$ cat config.mk
export PLATFORM = sky130hd
export DESIGN_NAME = alu_cmd_issuer
export DESIGN_NICKNAME = d
export VERILOG_FILES = /design/src/rtl/alu_cmd_issuer.sv
export SDC_FILE = /design/constraint.sdc
export NUM_CORES = 1
export LEC_CHECK = 0
export ABC_AREA = 1
export CORE_ASPECT_RATIO = 0.5
export CORE_MARGIN = 4
export CORE_UTILIZATION = 30
export DETAILED_ROUTE_END_ITERATION = 6
export PLACE_DENSITY = 0.56
export RECOVER_POWER = 50
export SETUP_SLACK_MARGIN = 0.15
export SYNTH_ARGS = -nofsm -noshare
export SYNTH_HDL_FRONTEND = slang
export SYNTH_SLANG_ARGS = --single-unit
$ cat constraint.sdc
create_clock -name clk -period 5.2 [get_ports clk]
set_input_delay 1.04 -clock clk [delete_from_list [all_inputs] [get_ports clk]]
set_output_delay 1.04 -clock clk [all_outputs]
set_load 0.01 [all_outputs]
$ cat src/rtl/alu_cmd_issuer.sv
// rtl/alu_cmd_issuer.sv - command FIFO and single-outstanding issuer in front of the ALU
//
// Purpose:
//   Buffers ALU commands in a DEPTH-entry FIFO and issues them one at a time.
//   While an operation is in flight, the alu_* outputs are held stable.
//   The result, error code and gp flag are captured when alu_done arrives.
//   Each answer is returned on a valid/ready response channel, in command order.
//   Opcodes above 10 are answered directly with err 8'hEE and never reach the ALU.
//
// Optional feature (macro ALU_ISSUE_TIMEOUT_EN):
//   When defined, a command that stays BUSY for TIMEOUT_CYCLES cycles without
//   alu_done is aborted and answered with err 8'hFF. If alu_done arrives on the
//   same edge as the timeout, the normal capture wins.
//
// Ports:
//   clk, reset_n                       clock; synchronous active-low reset
//   cmd_valid/cmd_ready                command push handshake
//   cmd_op/cmd_a/cmd_b/cmd_sv/cmd_op_prefix
//                                      command payload
//   alu_start, alu_op, alu_a, alu_b, alu_sv, alu_op_prefix
//                                      registered request to the ALU
//   alu_done, alu_result, alu_err, alu_gp
//                                      ALU completion and status
//   rsp_valid/rsp_ready                response handshake
//   rsp_op/rsp_result/rsp_err/rsp_gp   response payload
//   fifo_count                         FIFO occupancy
module alu_cmd_issuer #(
  parameter int DEPTH          = 4,
  parameter int TIMEOUT_CYCLES = 64
) (
  input  logic                       clk,
  input  logic                       reset_n,
  input  logic                       cmd_valid,
  output logic                       cmd_ready,
  input  logic [7:0]                 cmd_op,
  input  logic [31:0]                cmd_a,
  input  logic [31:0]                cmd_b,
  input  logic                       cmd_sv,
  input  logic                       cmd_op_prefix,
  output logic                       alu_start,
  output logic [7:0]                 alu_op,
  output logic [31:0]                alu_a,
  output logic [31:0]                alu_b,
  output logic                       alu_sv,
  output logic                       alu_op_prefix,
  input  logic                       alu_done,
  input  logic [63:0]                alu_result,
  input  logic [7:0]                 alu_err,
  input  logic                       alu_gp,
  output logic                       rsp_valid,
  input  logic                       rsp_ready,
  output logic [7:0]                 rsp_op,
  output logic [63:0]                rsp_result,
  output logic [7:0]                 rsp_err,
  output logic                       rsp_gp,
  output logic [$clog2(DEPTH+1)-1:0] fifo_count
);

  localparam int PW = $clog2(DEPTH);
  localparam int CW = $clog2(DEPTH+1);

  typedef struct packed {
    logic [7:0]  op;
    logic [31:0] a;
    logic [31:0] b;
    logic        sv;
    logic        prefix;
  } cmd_t;

  typedef enum logic [1:0] {S_IDLE, S_BUSY, S_RESP} state_t;

  // ---------------- command FIFO ----------------
  cmd_t          mem_q [DEPTH];
  logic [PW-1:0] wr_ptr_q, wr_ptr_d;
  logic [PW-1:0] rd_ptr_q, rd_ptr_d;
  logic [CW-1:0] count_q, count_d;
  logic          push, pop;
  cmd_t          cmd_in, head;
  state_t        state_q;

  assign cmd_in     = {cmd_op, cmd_a, cmd_b, cmd_sv, cmd_op_prefix};
  assign head       = mem_q[rd_ptr_q];
  // Ready comes from the registered count only, so a pop in the same cycle
  // never opens a slot for a push into a full FIFO.
  assign cmd_ready  = (count_q != CW'(DEPTH));
  assign push       = cmd_valid && cmd_ready;
  assign pop        = (state_q == S_IDLE) && (count_q != '0);
  assign fifo_count = count_q;

  // DEPTH is a power of two, so the pointers wrap naturally.
  always_comb begin
    wr_ptr_d = wr_ptr_q;
    rd_ptr_d = rd_ptr_q;
    count_d  = count_q;
    if (push) wr_ptr_d = wr_ptr_q + PW'(1);
    if (pop)  rd_ptr_d = rd_ptr_q + PW'(1);
    if (push && !pop)      count_d = count_q + CW'(1);
    else if (pop && !push) count_d = count_q - CW'(1);
  end

  always_ff @(posedge clk) begin
    if (!reset_n) begin
      wr_ptr_q <= '0;
      rd_ptr_q <= '0;
      count_q  <= '0;
    end else begin
      wr_ptr_q <= wr_ptr_d;
      rd_ptr_q <= rd_ptr_d;
      count_q  <= count_d;
    end
  end

  // Storage needs no reset: an entry is only read after it was written.
  always_ff @(posedge clk) begin
    if (push) mem_q[wr_ptr_q] <= cmd_in;
  end

  // ---------------- issue / response FSM ----------------
  logic        alu_start_q;
  logic [7:0]  alu_op_q;
  logic [31:0] alu_a_q, alu_b_q;
  logic        alu_sv_q, alu_prefix_q;
  logic        rsp_valid_q;
  logic [7:0]  rsp_op_q, rsp_err_q;
  logic [63:0] rsp_result_q;
  logic        rsp_gp_q;

`ifdef ALU_ISSUE_TIMEOUT_EN
  localparam int TW = $clog2(TIMEOUT_CYCLES + 1);
  logic [TW-1:0] tmo_cnt_q;
`else
  logic tmo_param_unused;
  assign tmo_param_unused = (TIMEOUT_CYCLES != 0);
`endif

  always_ff @(posedge clk) begin
    if (!reset_n) begin
      state_q      <= S_IDLE;
      alu_start_q  <= 1'b0;
      alu_op_q     <= '0;
      alu_a_q      <= '0;
      alu_b_q      <= '0;
      alu_sv_q     <= 1'b0;
      alu_prefix_q <= 1'b0;
      rsp_valid_q  <= 1'b0;
      rsp_op_q     <= '0;
      rsp_result_q <= '0;
      rsp_err_q    <= '0;
      rsp_gp_q     <= 1'b0;
`ifdef ALU_ISSUE_TIMEOUT_EN
      tmo_cnt_q    <= '0;
`endif
    end else begin
      case (state_q)
        S_IDLE: begin
          if (count_q != '0) begin
            if (head.op <= 8'd10) begin
              alu_op_q     <= head.op;
              alu_a_q      <= head.a;
              alu_b_q      <= head.b;
              alu_sv_q     <= head.sv;
              alu_prefix_q <= head.prefix;
              alu_start_q  <= 1'b1;
              state_q      <= S_BUSY;
`ifdef ALU_ISSUE_TIMEOUT_EN
              tmo_cnt_q    <= '0;
`endif
            end else begin
              // Unknown opcode: answered locally, the ALU never sees it.
              rsp_op_q     <= head.op;
              rsp_result_q <= '0;
              rsp_err_q    <= 8'hEE;
              rsp_gp_q     <= 1'b0;
              rsp_valid_q  <= 1'b1;
              state_q      <= S_RESP;
            end
          end
        end
        S_BUSY: begin
          if (alu_done) begin
            rsp_op_q     <= alu_op_q;
            rsp_result_q <= alu_result;
            rsp_err_q    <= alu_err;
            rsp_gp_q     <= alu_gp;
            rsp_valid_q  <= 1'b1;
            alu_start_q  <= 1'b0;
            state_q      <= S_RESP;
          end
`ifdef ALU_ISSUE_TIMEOUT_EN
          else if (tmo_cnt_q == TW'(TIMEOUT_CYCLES - 1)) begin
            rsp_op_q     <= alu_op_q;
            rsp_result_q <= '0;
            rsp_err_q    <= 8'hFF;
            rsp_gp_q     <= 1'b0;
            rsp_valid_q  <= 1'b1;
            alu_start_q  <= 1'b0;
            state_q      <= S_RESP;
          end else begin
            tmo_cnt_q <= tmo_cnt_q + TW'(1);
          end
`endif
        end
        S_RESP: begin
          if (rsp_ready) begin
            rsp_valid_q <= 1'b0;
            state_q     <= S_IDLE;
          end
        end
        default: state_q <= S_IDLE;
      endcase
    end
  end

  assign alu_start     = alu_start_q;
  assign alu_op        = alu_op_q;
  assign alu_a         = alu_a_q;
  assign alu_b         = alu_b_q;
  assign alu_sv        = alu_sv_q;
  assign alu_op_prefix = alu_prefix_q;
  assign rsp_valid     = rsp_valid_q;
  assign rsp_op        = rsp_op_q;
  assign rsp_result    = rsp_result_q;
  assign rsp_err       = rsp_err_q;
  assign rsp_gp        = rsp_gp_q;

endmodule

== Word-level counts from Yosys, hierarchy flattened ==
Memories as Yosys holds them, arrays and structs flattened. A register that Yosys moved wholly into a read port is not among the register bits.
Index checks and enable logic that the tools add are counted.

* Register bits after elaboration: 166
* Bits in latches: 0
* Memory bits (writable): 296
* Memory bits (read-only): 0
* Logic and storage cells: 81
* Memories: 1

{| class="wikitable"
|+ Memory list
! memory !! words !! bits a word !! read ports !! clocked after Yosys merged registers in !! write ports !! line !! RTL
|-
| mem_q || 4 || 74 || 1 || 1 || 1 || 73 || <nowiki>cmd_t mem_q [DEPTH];</nowiki>
|}

* Add/subtract/negate cells: 4
* Multiply operators: 0
* Divide/modulo/power cells: 0
* $lt $le $gt $ge: 1
* Equality and inequality tests: 8
* Shift-type cells: 0
* Muxes and demuxes: 36
* Bitwise gates (word level): 0
* Reductions and logical operators: 16

{| class="wikitable"
|+ Operators with widths
! operator !! number
|-
| $mux 64 || 3
|-
| $pmux 64 s2 || 1
|-
| $mux 8 || 6
|-
| $pmux 8 s2 || 2
|-
| $mux 1 || 12
|-
| $mux 2 || 6
|-
| $le 8x4->1 const B || 1
|-
| $reduce_and 4->1 || 2
|-
| $mux 3 || 2
|-
| $ne 2x2->1 const B || 3
|-
| $pmux 2 s3 || 1
|-
| $reduce_and 3->1 || 2
|-
| $reduce_bool 3->1 || 2
|-
| $reduce_and 5->1 || 1
|-
| $add 2x1->2 const B || 2
|-
| $logic_and 1x1->1 || 4
|-
| $ne 2x1->1 const B || 2
|-
| $pmux 1 s2 || 2
|-
| $reduce_bool 2->1 || 2
|-
| $add 3x1->3 const B || 1
|-
| $ne 3x3->1 const B || 1
|-
| $pmux 1 s3 || 1
|-
| $sub 3x1->3 const B || 1
|-
| $eq 2x1->1 const B || 1
|-
| 3 further kinds || 4
|}

== Longest topological paths before layout ==
Gate-level depths: netlist (run 1).

* Word-level depth: 6
* Mapped depth: 14
* Gate-level depth less buffers: 12

== Worst setup path before layout (run 1) ==
OpenSTA, ideal clock, no wires.

* Path kind: input -> register
* Start point: in cmd_valid
* End point: mem mem_q[0][0] (netlist bit) (enable)
* Setup time: 507 ps
* Arrival time: 4300 ps
* Data required time: 4693 ps
* Setup slack: 393 ps
* Stages on the path: 2
* Cells stage by stage: nand2_1 -> nor2_1

* Longest elaborated chain between the ends: 3

{| class="wikitable"
|+ Ends and longest elaborated chain
! item !! line !! RTL
|-
| start: declaration || 33 || <nowiki>input logic cmd_valid,</nowiki>
|-
| $logic_and 1x1->1 || 86 || <nowiki>assign push = cmd_valid && cmd_ready;</nowiki>
|-
| $mux 1 || 115 || <nowiki>if (push) mem_q[wr_ptr_q] <= cmd_in;</nowiki>
|-
| $mux 1 (implied by the code) || 115 ||
|-
| end: declaration || 73 ||
|}

Every way passes these cells.

== Worst setup path after layout (run 1) ==
* Start point: reg state_q[1]
* End point: reg alu_b_q[25] (netlist: alu_b[25])

* Longest elaborated chain between the ends: 2

{| class="wikitable"
|+ Ends and longest elaborated chain
! item !! line !! RTL
|-
| start: declaration || 79 || <nowiki>state_t state_q;</nowiki>
|-
| start signal: assignment || 138 || <nowiki>state_q <= S_IDLE;</nowiki>
|-
| start signal: assignment || 164 || <nowiki>state_q <= S_BUSY;</nowiki>
|-
| start signal: assignment || 175 || <nowiki>state_q <= S_RESP;</nowiki>
|-
| $logic_not 2->1 || 154 || <nowiki>case (state_q)</nowiki>
|-
| $reduce_and 3->1 (no source line) || - ||
|-
| end signal: assignment || 160 || <nowiki>alu_b_q <= head.b;</nowiki>
|-
| end: declaration || 121 || <nowiki>logic [31:0] alu_a_q, alu_b_q;</nowiki>
|}

Every way passes these cells.
A chain may end at the register's enable or synchronous reset.

==> results of run 1 <==
## per-stage QoR
stage	total power (W)	hold WS, ns	util	worst slack [ns]
2_1_floorplan	0.00657	0.436	-	0.393
3_3_place_gp	0.00772	0.432	0.370	1.69
3_5_place_dp	0.00774	0.435	0.370	1.69
4_1_cts	0.0112	0.445	0.396	1.73
5_1_grt	0.0116	0.456	0.396	1.04
6_report	0.0110	0.441	0.396	1.38
## layer usage
layer,vias to the layer above,part of all wire
met5,-,0.00027
met4,2,0.029
met3,87,0.041
met2,255,0.52
met1,6075,0.41
li1,6103,-
## worst max-delay path: stages, from the launching register on
cell and delay [ns]:
sky130_fd_sc_hd__dfxtp_1 0.36, sky130_fd_sc_hd__nor2_1 0.20, sky130_fd_sc_hd__inv_1 0.10, sky130_fd_sc_hd__nor2_4 0.10
sky130_fd_sc_hd__clkbuf_1 1.57, sky130_fd_sc_hd__buf_4 0.66, sky130_fd_sc_hd__nand3_4 0.11, sky130_fd_sc_hd__buf_4 0.31
sky130_fd_sc_hd__nand2_1 0.13, sky130_fd_sc_hd__a21oi_1 0.07
## state kept, by name, indices dropped and copies added, names as in the netlist, 3 cells and up, named ones only
| register | cells |
|---|---|
| fifo_count | 3 |
| alu_b | 32 |
| rsp_result | 64 |
| mem_q | 296 |
| alu_op | 8 |
| rsp_op | 8 |
| rsp_err | 8 |
| alu_a | 32 |
## power groups by stage
stage                     clock network [W]  logic (W)  registers (W)
final                               0.00341    0.00304        0.00453
after global routing                0.00366    0.00335        0.00457
after CTS                           0.00351    0.00313        0.00453
after detailed placement                  0    0.00313        0.00461
after global placement                    0    0.00311        0.00461
after floorplan                           0    0.00196        0.00462
## layout make-up
| class | instances | area (sq um) |
|---|---|---|
| clock inverter | 25 | 323 |
| multi-input combinational | 928 | 4450 |
| timing repair buffer | 336 | 3330 |
| sequential | 464 | 12300 |
| clock buffer | 58 | 1200 |
| fill | 5465 | 34600 |
| tap | 768 | 961 |
| antenna | 11 | 27.5 |
| inverter | 41 | 159 |
## worst paths after layout
kind | end | cells after the start | startpoint
worst max-delay path | alu_b[25]$_SDFFE_PN0P_ | 9 | state_q[1]$_SDFFE_PN0P_
worst min-delay path | rsp_err[2]$_SDFFE_PN0P_ | 2 | rsp_err[2]$_SDFFE_PN0P_
worst max register to register | alu_b[25]$_SDFFE_PN0P_ | 9 | state_q[1]$_SDFFE_PN0P_
worst min register to register | rsp_err[2]$_SDFFE_PN0P_ | 2 | rsp_err[2]$_SDFFE_PN0P_
## layout by cell type, fill, tap and decap left out, types with 13 or more instances in the layout
master and count:
sky130_fd_sc_hd__clkdlybuf4s50_1 158, sky130_fd_sc_hd__nor2_1 157, sky130_fd_sc_hd__o22ai_1 67, sky130_fd_sc_hd__o21ai_0 146, sky130_fd_sc_hd__edfxtp_1 296, sky130_fd_sc_hd__inv_1 37
sky130_fd_sc_hd__clkbuf_16 45, sky130_fd_sc_hd__dfxtp_1 166, sky130_fd_sc_hd__clkbuf_1 13, sky130_fd_sc_hd__a21oi_1 163, sky130_fd_sc_hd__nand2_1 217, sky130_fd_sc_hd__buf_4 18
sky130_fd_sc_hd__nand3_1 90, sky130_fd_sc_hd__dlygate4sd3_1 154, sky130_fd_sc_hd__nand4_1 66
## logic make-up after synthesis
kind of cell	Yosys count	share of synthesized area
AOI/OAI and AO/OA	377	0.113
buffers and inverters	162	0.0415
adders and majority gates	6	0.00475
DFF	464	0.704
and+or+nand+nor	545	0.136
==> qor.tcl, run 1 <==
set qor(outcome) {complete, but fails checks}
set qor(violations) {max-capacitance violations, max-slew violations}
set qor(busiest_layer) {met2}
set qor(floorplan.core_area_sq_um) 57300
set qor(required_ns) 5.62
set qor(die_w_microns) 349
set qor(timing_worst_setup_path_type) {register to register}
set qor(post_synth.cell_area_avg_sq_um) 11.2
set qor(combPwrFrac) 0.277
set qor(dr.first_iter.drc_count) 656
set qor(dpl_cell_area_sq_um) 21200
set qor(cts_max_path_buffers) 3
set qor(clock-skew-final_ns) 0.0198
set qor(rows) 62
set qor(cts-buffers-inserted) 45
set qor(total_leakage_power_nw) 7.72
set qor(ys_top_cells_by_area) {sky130_fd_sc_hd__edfxtp_1, sky130_fd_sc_hd__dfxtp_1, sky130_fd_sc_hd__a21oi_1, sky130_fd_sc_hd__nand2_1, sky130_fd_sc_hd__o21ai_0}
set qor(htreeDepth) 2
set qor(synth_area_leader_cell) {sky130_fd_sc_hd__edfxtp_1}
set qor(timing.critical_path.arrival_ns) 4.25
set qor(post_cts_buffers) 0
set qor(drc_violations) 0
set qor(synth-async-reset-ratio) 0
set qor(cts.sinks) 464
set qor(pin_count) 313
set qor(slew_viol_final) 123
set qor(clockRootBuffer) {sky130_fd_sc_hd__clkbuf_16}
set qor(power-per-cell-area_nw_per_um2) 483
set qor(placedCellCount) 2537
set qor(pwr-share-seq) 0.413
set qor(r2r_slack_ns) 1.38
set qor(groute.layer.met1.usage) 0.178
set qor(pin_count_of_the_biggest_net_entering_global_routing) 101
set qor(floorplan.die_area_sq_um) 62100
set qor(syn_area_sq_um) 17400
set qor(cts.clk_slew.worst_paths_ns) 0.07
set qor(fin_cells) 2631
set qor(synth_top_cell_area_share) 0.511
set qor(power_report.internal_total_w) 0.00724
set qor(insertion_delay_of_the_later_clocked_pin_in_the_worst_skew_pair_ns) 0.56
set qor(globalRoute.totalOverflow) 0
set qor(grt_antenna_before_repair) 16
set qor(wl_per_cell_microns) 18.3
set qor(clock_tree_from_tritoncts) {done}
set qor(fin_tns_setup_ns) 0
set qor(dr_total_vias) 12522
set qor(synth_enable_flop_cells) 296
set qor(count_of_buffers_from_port_buffering) 312
set qor(power_frac_clock) 0.310
set qor(grt_setup_unrepaired) {no}
set qor(grt_first_pass_wirelength_microns) 72000
set qor(layout.nets) 1974
set qor(p_sw_w) 0.00374
set qor(dpl.hpwl_microns) 28400
set qor(worst_slew_margin_rel) -0.477
set qor(die_h_microns) 178
set qor(globalRouteMet3Util) 0.0249
set qor(maxcap_viol_count) 5
set qor(syn-num-nets) 1712
set qor(wl_microns) 48200
set qor(detail_route.first_pass.iterations) 5
set qor(startpoint_type) {register}
set qor(drt-vias-per-instance) 4.76
set qor(groute.layer.met2.usage) 0.270
set qor(hp-class) {register to register}
set qor(post-route-period-util) 0.735
set qor(post_route_cells_drive_above_1_share) 0.0535
set qor(synth_most_common_cell) {sky130_fd_sc_hd__edfxtp_1}
set qor(overall_global_routing_resource_usage) 0.148
set qor(timing.critical_path.to_type) {register}
set qor(count_of_hold_fix_buffers_inserted_at_cts) 0
set qor(netSwitchingFraction) 0.341
set qor(floorplan.initialDensity) 0.303
set qor(number_of_cells_produced_by_synthesis) 1554
set qor(hold_viol) 0
set qor(setup_violators_final) 0
set qor(ys_seq_elements) 464
set qor(max_clock_freq_ghz) 0.262
set qor(final_worst_path_period_need_ns) 3.82
set qor(ys_seq_area_frac) 0.704
set qor(syn2layout_area_growth_pct) 30.6
set qor(ys.flop_type) {sky130_fd_sc_hd__edfxtp_1}
set qor(max-vdd-ir-drop_v) 0.000373
set qor(yosysUniqueCellTypes) 23
set qor(timing.critical_path.fanout_max) 39
set qor(place_congestion) 0.732
set qor(synthesis.yosys.warnings) 0
set qor(ant_nets) 0
set qor(design_area_sq_um) 22700
set qor(cts_resized) 0
set qor(first_global_vias) 11849
set qor(timing_worst_slew_pin_value_ns) 2.22
set qor(synth.cells.most_frequent) {sky130_fd_sc_hd__edfxtp_1, sky130_fd_sc_hd__nand2_1, sky130_fd_sc_hd__dfxtp_1}
Note: power is estimated with default switching activity, not from simulation.
==> inputs of run 2 (changes only) <==
Clock period 5.2 ns to 3.75 ns, I/O delays scaled along.
==> run 2 against run 1 <==
Against the previous run:
- the run still ends with max-capacitance violations, max-slew violations left
- core utilization rose by 0.47 points
- sequential share of layout area fell by 0.64 points
- sequential power increased by 38%
- clock skew rose by 0.00070 ns
- die area unchanged
- maximum frequency up 21%
- sequential cell count did not move
- final cell count is 0.30% higher
- via count is 0.22% higher
- clock power increased by 41%
- worst setup slack got worse by 0.78 ns
- total power is 42% higher
- critical endpoint is now alu_a[17]$_SDFFE_PN0P_
- largest cell class unchanged
==> qor.tcl, run 2 (same netlist as run 1, synthesis figures left out) <==
set qor(globalRoute.totalOverflow) 0
set qor(most_common_cell_after_layout_fill_and_taps_aside) {sky130_fd_sc_hd__edfxtp_1}
set qor(final_core_density) 0.401
set qor(timing.critical_path.to_type) {register}
set qor(cts.sinks) 464
set qor(placedCellCount) 2547
set qor(hold_viol) 0
set qor(rows) 62
set qor(combPwrFrac) 0.289
set qor(commonest_cells_after_routing_fill_and_taps_aside) {sky130_fd_sc_hd__edfxtp_1, sky130_fd_sc_hd__clkdlybuf4s50_1, sky130_fd_sc_hd__nand2_1}
set qor(insertion_delay_of_the_later_clocked_pin_in_the_worst_skew_pair_ns) 0.58
set qor(worstRegToRegCells) 6
set qor(design_area_sq_um) 23000
set qor(drt-vias-per-instance) 4.76
set qor(pwr-share-seq) 0.400
set qor(hp-class) {register to register}
set qor(final.hold.worst_slack_ns) 0.442
set qor(detail_route.first_pass.iterations) 5
set qor(grt_first_pass_wirelength_microns) 72800
set qor(worstHoldPathCells) 2
set qor(power-per-cell-area_nw_per_um2) 677
set qor(wl_microns) 48500
set qor(timing_worst_setup_path_type) {register to register}
set qor(setup_violators_final) 0
set qor(count_of_buffers_from_port_buffering) 312
set qor(netSwitchingFraction) 0.342
set qor(power_frac_clock) 0.310
set qor(post-route-period-util) 0.842
set qor(floorplan.initialDensity) 0.303
set qor(max_clock_freq_ghz) 0.317
set qor(post_route_cells_drive_above_1_share) 0.0649
set qor(violations) {max-capacitance violations, max-slew violations}
set qor(outcome) {complete, but fails checks}
set qor(die_w_microns) 349
set qor(dpl_cell_area_sq_um) 21400
set qor(clock_tree_from_tritoncts) {done}
set qor(cp_slowest_stage_delay_ns) 1.35
set qor(regToRegEndpoint) {alu_a[17]$_SDFFE_PN0P_}
set qor(timing.critical_path.fanout_max) 70
set qor(dpl.hpwl_microns) 28800
set qor(timing.critical_path.arrival_ns) 3.67
set qor(clockRootBuffer) {sky130_fd_sc_hd__clkbuf_16}
set qor(syn2layout_area_growth_pct) 32.1
set qor(clock-skew-final_ns) 0.0205
set qor(floorplan.core_area_sq_um) 57300
set qor(worstPathBufferInverterCount) 2
set qor(dr_total_vias) 12550
set qor(first_global_vias) 11919
set qor(cts_max_path_buffers) 3
set qor(path_common_cell) {sky130_fd_sc_hd__nor2_1}
set qor(r2r_start) {state_q[1]$_SDFFE_PN0P_}
set qor(layout.nets) 1985
set qor(post_cts_buffers) 0
set qor(overall_global_routing_resource_usage) 0.150
set qor(dr.first_iter.drc_count) 704
set qor(final_worst_path_period_need_ns) 3.16
set qor(die_h_microns) 178
set qor(maxcap_viol_count) 3
set qor(total_leakage_power_nw) 7.57
set qor(whs_endpoint) {rsp_err[3]$_SDFFE_PN0P_}
set qor(htreeDepth) 2
set qor(r2r_slack_ns) 0.59
set qor(p_sw_w) 0.00531
set qor(multi_input_comb_area_sq_um) 4450
set qor(grt_antenna_before_repair) 8
set qor(power_report.internal_total_w) 0.0102
set qor(slew_viol_final) 160
set qor(wl_per_cell_microns) 18.4
set qor(count_of_hold_fix_buffers_inserted_at_cts) 0
set qor(grt_setup_unrepaired) {no}
set qor(pin_count_of_the_biggest_net_entering_global_routing) 75
set qor(timing_worst_slew_pin_value_ns) 2.15
set qor(floorplan.die_area_sq_um) 62100
set qor(layout.filler_cells) 5404
set qor(fin_tns_setup_ns) 0
set qor(ant_nets) 0
set qor(cts-buffers-inserted) 46
set qor(cpLargestDelayFamily) {buffers and inverters}
set qor(max-vdd-ir-drop_v) 0.000522
set qor(cts.clk_slew.worst_paths_ns) 0.07
set qor(worstPathCellList) {nor2_1 > inv_1 > nor2_1 > clkbuf_2 > nand4_1 > a21oi_1}
set qor(required_ns) 4.26
set qor(seq_area_sq_um) 12300
set qor(cts_resized) 0
set qor(fin_cells) 2639
set qor(min_from) {rsp_err[3]$_SDFFE_PN0P_}
set qor(startpoint_type) {register}
set qor(cp_slowest_cell) {sky130_fd_sc_hd__clkbuf_2}
set qor(largest_reg_flops) 296
set qor(worst_slew_margin_rel) -0.436
set qor(max_flop_register) {mem_q}
set qor(pin_count) 313
set qor(place_congestion) 0.751
set qor(drc_violations) 0
run 2: layout make-up:
| class | count | area share |
|---|---|---|
| well taps | 768 | 0.0418 |
| diodes | 6 | 0.000653 |
| clock buffers | 63 | 0.0582 |
| flip-flops and latches | 464 | 0.533 |
| clock inverters | 23 | 0.0120 |
| multi-input cells | 928 | 0.194 |
| inverters | 41 | 0.00691 |
| repair buffers | 346 | 0.154 |
run 2: how the worst max path moves through the flow:
stage | from | end | slack, ns | depth (start not counted)
after floorplan | cmd_valid | mem_q[0][0]$_DFFE_PP_ | -0.77 | 2
after global placement | cmd_valid | fifo_count[2]$_SDFFE_PN0P_ | 0.87 | 10
after detailed placement | cmd_valid | fifo_count[2]$_SDFFE_PN0P_ | 0.94 | 10
after CTS | register | rsp_result[38]$_SDFFE_PN0P_ | 1.05 | 11
after global routing | fifo_count[0]$_SDFFE_PN0P_ | mem_q[0][29]$_DFFE_PP_ | 0.45 | 5
final | state_q[1]$_SDFFE_PN0P_ | alu_a[17]$_SDFFE_PN0P_ | 0.59 | 6
run 2: worst reg2reg max path, stage by stage (launching register included):
cell and delay [ns]:
sky130_fd_sc_hd__dfxtp_1 0.35, sky130_fd_sc_hd__nor2_1 0.24, sky130_fd_sc_hd__inv_1 0.07, sky130_fd_sc_hd__nor2_1 0.28
sky130_fd_sc_hd__clkbuf_2 1.35, sky130_fd_sc_hd__nand4_1 0.57, sky130_fd_sc_hd__a21oi_1 0.25
run 2: power groups by stage:
stage	clock network, W	registers (W)	logic [W]
floorplan	0	0.00640	0.00271
finish	0.00482	0.00623	0.00450
detailed placement	0	0.00633	0.00460
CTS	0.00496	0.00622	0.00461
global placement	0	0.00632	0.00461
global route	0.00516	0.00629	0.00495
run 2: through the flow:
step	power, W	setup WS, ns
floorplan	0.00912	-0.767
global placement	0.0109	0.870
detailed placement	0.0109	0.944
CTS	0.0158	1.05
global route	0.0164	0.454
finish	0.0156	0.594
run 2: layer usage:
metal  vias up  track usage  wire length (microns)  part of all wire
met5         -            0                      0                 0
met4         0       0.0457                   1050             0.022
met3        63       0.0237                   1950             0.040
met2       230        0.273                  25400              0.52
met1      6146        0.183                  20100              0.42
li1       6111            -                      -                 -
==> inputs of run 3 (changes only) <==
Settings changed: PLACE_DENSITY 0.56 to 0.57.
Clock period 3.75 ns to 2.7 ns, I/O delays scaled along.
==> run 3 against run 2 <==
Against the previous run:
- the run now ends clean
- core utilization is 0.41 points lower
- die area stayed put
- combinational power is 37% higher
- wire length is 1.8% lower
- global-route usage is 0.31 points lower
- maximum frequency is 35% higher
- critical path type unchanged
- critical endpoint is now alu_op[2]$_SDFFE_PN0P_
- largest power group unchanged
==> qor.tcl, run 3 (same netlist as run 1, synthesis figures left out) <==
set qor(hold_viol) 0
set qor(globalRoute.totalOverflow) 0
set qor(layout.nets) 1987
set qor(post-route-period-util) 0.865
set qor(cts.sinks) 464
set qor(wl_microns) 47600
set qor(max_flop_register) {mem_q}
set qor(wl_per_cell_microns) 18.1
set qor(floorplan.die_area_sq_um) 62100
set qor(outcome) {completed}
set qor(max_clock_freq_ghz) 0.428
set qor(r2r_start) {state_q[1]$_SDFFE_PN0P_}
set qor(grt_antenna_before_repair) 9
set qor(combPwrFrac) 0.296
set qor(ant_nets) 0
set qor(netSwitchingFraction) 0.346
set qor(timing_worst_slew_pin_value_ns) 0.963
set qor(clock-skew-final_ns) 0.0200
set qor(total_leakage_power_nw) 7.48
set qor(rows) 62
set qor(cp-startpoint) {state_q[1]$_SDFFE_PN0P_}
set qor(required_ns) 3.15
set qor(insertion_delay_of_the_later_clocked_pin_in_the_worst_skew_pair_ns) 0.57
set qor(grt_first_pass_wirelength_microns) 71600
set qor(power_report.internal_total_w) 0.0136
set qor(timing.critical_path.arrival_ns) 2.79
set qor(cts_max_path_buffers) 3
set qor(cts-buffers-inserted) 45
set qor(uppermost_routed_layer) {met5}
set qor(worst_slew_margin_rel) 0.358
set qor(met2RoutedLength_microns) 25200
set qor(max-vdd-ir-drop_v) 0.000673
set qor(grt_setup_unrepaired) {no}
set qor(power_frac_clock) 0.289
set qor(timing_worst_setup_path_type) {register to register}
set qor(most_common_cell_after_layout_fill_and_taps_aside) {sky130_fd_sc_hd__edfxtp_1}
set qor(wirelength_met1_microns) 19700
set qor(timing.critical_path.fanout_max) 71
set qor(detail_route.first_pass.iterations) 4
set qor(dpl.hpwl_microns) 29100
set qor(dr.first_iter.drc_count) 712
set qor(hp-class) {register to register}
set qor(dr_total_vias) 12496
set qor(die_w_microns) 349
set qor(overall_global_routing_resource_usage) 0.147
set qor(count_of_buffers_from_port_buffering) 312
set qor(setup_violators_final) 0
set qor(slew_viol_final) 0
set qor(min_from) {rsp_err[5]$_SDFFE_PN0P_}
set qor(pin_count_of_the_biggest_net_entering_global_routing) 78
set qor(commonest_cells_after_routing_fill_and_taps_aside) {sky130_fd_sc_hd__edfxtp_1, sky130_fd_sc_hd__clkdlybuf4s50_1, sky130_fd_sc_hd__nand2_1}
set qor(count_of_hold_fix_buffers_inserted_at_cts) 0
set qor(pwr-share-seq) 0.415
set qor(floorplan.core_area_sq_um) 57300
set qor(power-per-cell-area_nw_per_um2) 915
set qor(first_global_vias) 11839
set qor(drc_violations) 0
set qor(clock_tree_from_tritoncts) {done}
set qor(floorplan.initialDensity) 0.303
set qor(startpoint_type) {register}
set qor(maxcap_viol_count) 0
set qor(drt-vias-per-instance) 4.74
set qor(htreeDepth) 2
set qor(pin_count) 313
set qor(timing.critical_path.to_type) {register}
set qor(p_sw_w) 0.00720
set qor(wl_met3_microns) 1720
set qor(finalPower_w) 0.0208
set qor(post_route_cells_drive_above_1_share) 0.0595
set qor(final_core_density) 0.397
set qor(clockRootBuffer) {sky130_fd_sc_hd__clkbuf_16}
set qor(cts.clk_slew.worst_paths_ns) 0.06
set qor(die_h_microns) 178
set qor(largest_reg_flops) 296
set qor(place_congestion) 0.722
set qor(syn2layout_area_growth_pct) 30.8
set qor(final_worst_path_period_need_ns) 2.34
## run 3: changes by cell type in the layout (fill, tap and decap cells not counted), sizes merged
cell and delta:
diode -4, clkinvlp -3, inv +3, bufinv -2, clkinv +2, buf +1
clkbuf -1
## run 3: critical path, stage by stage (launching register included)
cell,delay (ns)
sky130_fd_sc_hd__dfxtp_1,0.35
sky130_fd_sc_hd__nor2_1,0.21
sky130_fd_sc_hd__inv_1,0.06
sky130_fd_sc_hd__nor2_1,0.13
sky130_fd_sc_hd__buf_4,0.74
sky130_fd_sc_hd__nand3_4,0.27
sky130_fd_sc_hd__buf_12,0.26
sky130_fd_sc_hd__a21oi_1,0.14
sky130_fd_sc_hd__nor2_1,0.05
## run 3: final timing paths
check | slack (ns) | depth (start not counted) | end
min reg2reg | 0.44 | 2 | rsp_err[5]$_SDFFE_PN0P_
max | 0.36 | 8 | alu_op[2]$_SDFFE_PN0P_
max reg2reg | 0.36 | 8 | alu_op[2]$_SDFFE_PN0P_
min | 0.44 | 2 | rsp_err[5]$_SDFFE_PN0P_
## run 3: final cells by class
type	count	area, sq um
tap	768	961
fill	5437	34600
sequential	464	12300
clock inverter	23	195
clock buffer	60	1190
inverter	41	161
timing repair buffer	349	3520
antenna	2	5.00
multi-input combinational	928	4450
## run 3: what timing repair did
action,4_1_cts,5_1_grt
gates resized for setup,0,1
hold endpoints to repair,0,0
buffers inserted,0,1
endpoints found under the setup margin,0,112
## run 3: stage by stage
stage               cells  setup slack, ns  hold WS, ns  TNS, ns  instance area (sq um)
floorplan            1554           -0.545        0.436  -161.39                  17400
global placement     2549            0.300        0.432        0                  21400
detailed placement   2549            0.304        0.437        0                  21400
CTS                  2632            0.250        0.447        0                  22800
global route         2634            0.116        0.459        0                  22700
finish               2635            0.363        0.444        0                  22700
## run 3: routing by layer
metal	vias up	global-route usage
li1	6111	-
met2	192	0.274
met5	-	0
met4	4	0.0360
met1	6119	0.177
met3	70	0.0241
## run 3: power by group through the flow
stage | logic, W | registers (W) | clock network (W)
after CTS | 0.00631 | 0.00867 | 0.00620
after detailed placement | 0.00629 | 0.00882 | 0
after floorplan | 0.00378 | 0.00887 | 0
final | 0.00616 | 0.00865 | 0.00601
after global routing | 0.00682 | 0.00872 | 0.00650
after global placement | 0.00628 | 0.00881 | 0
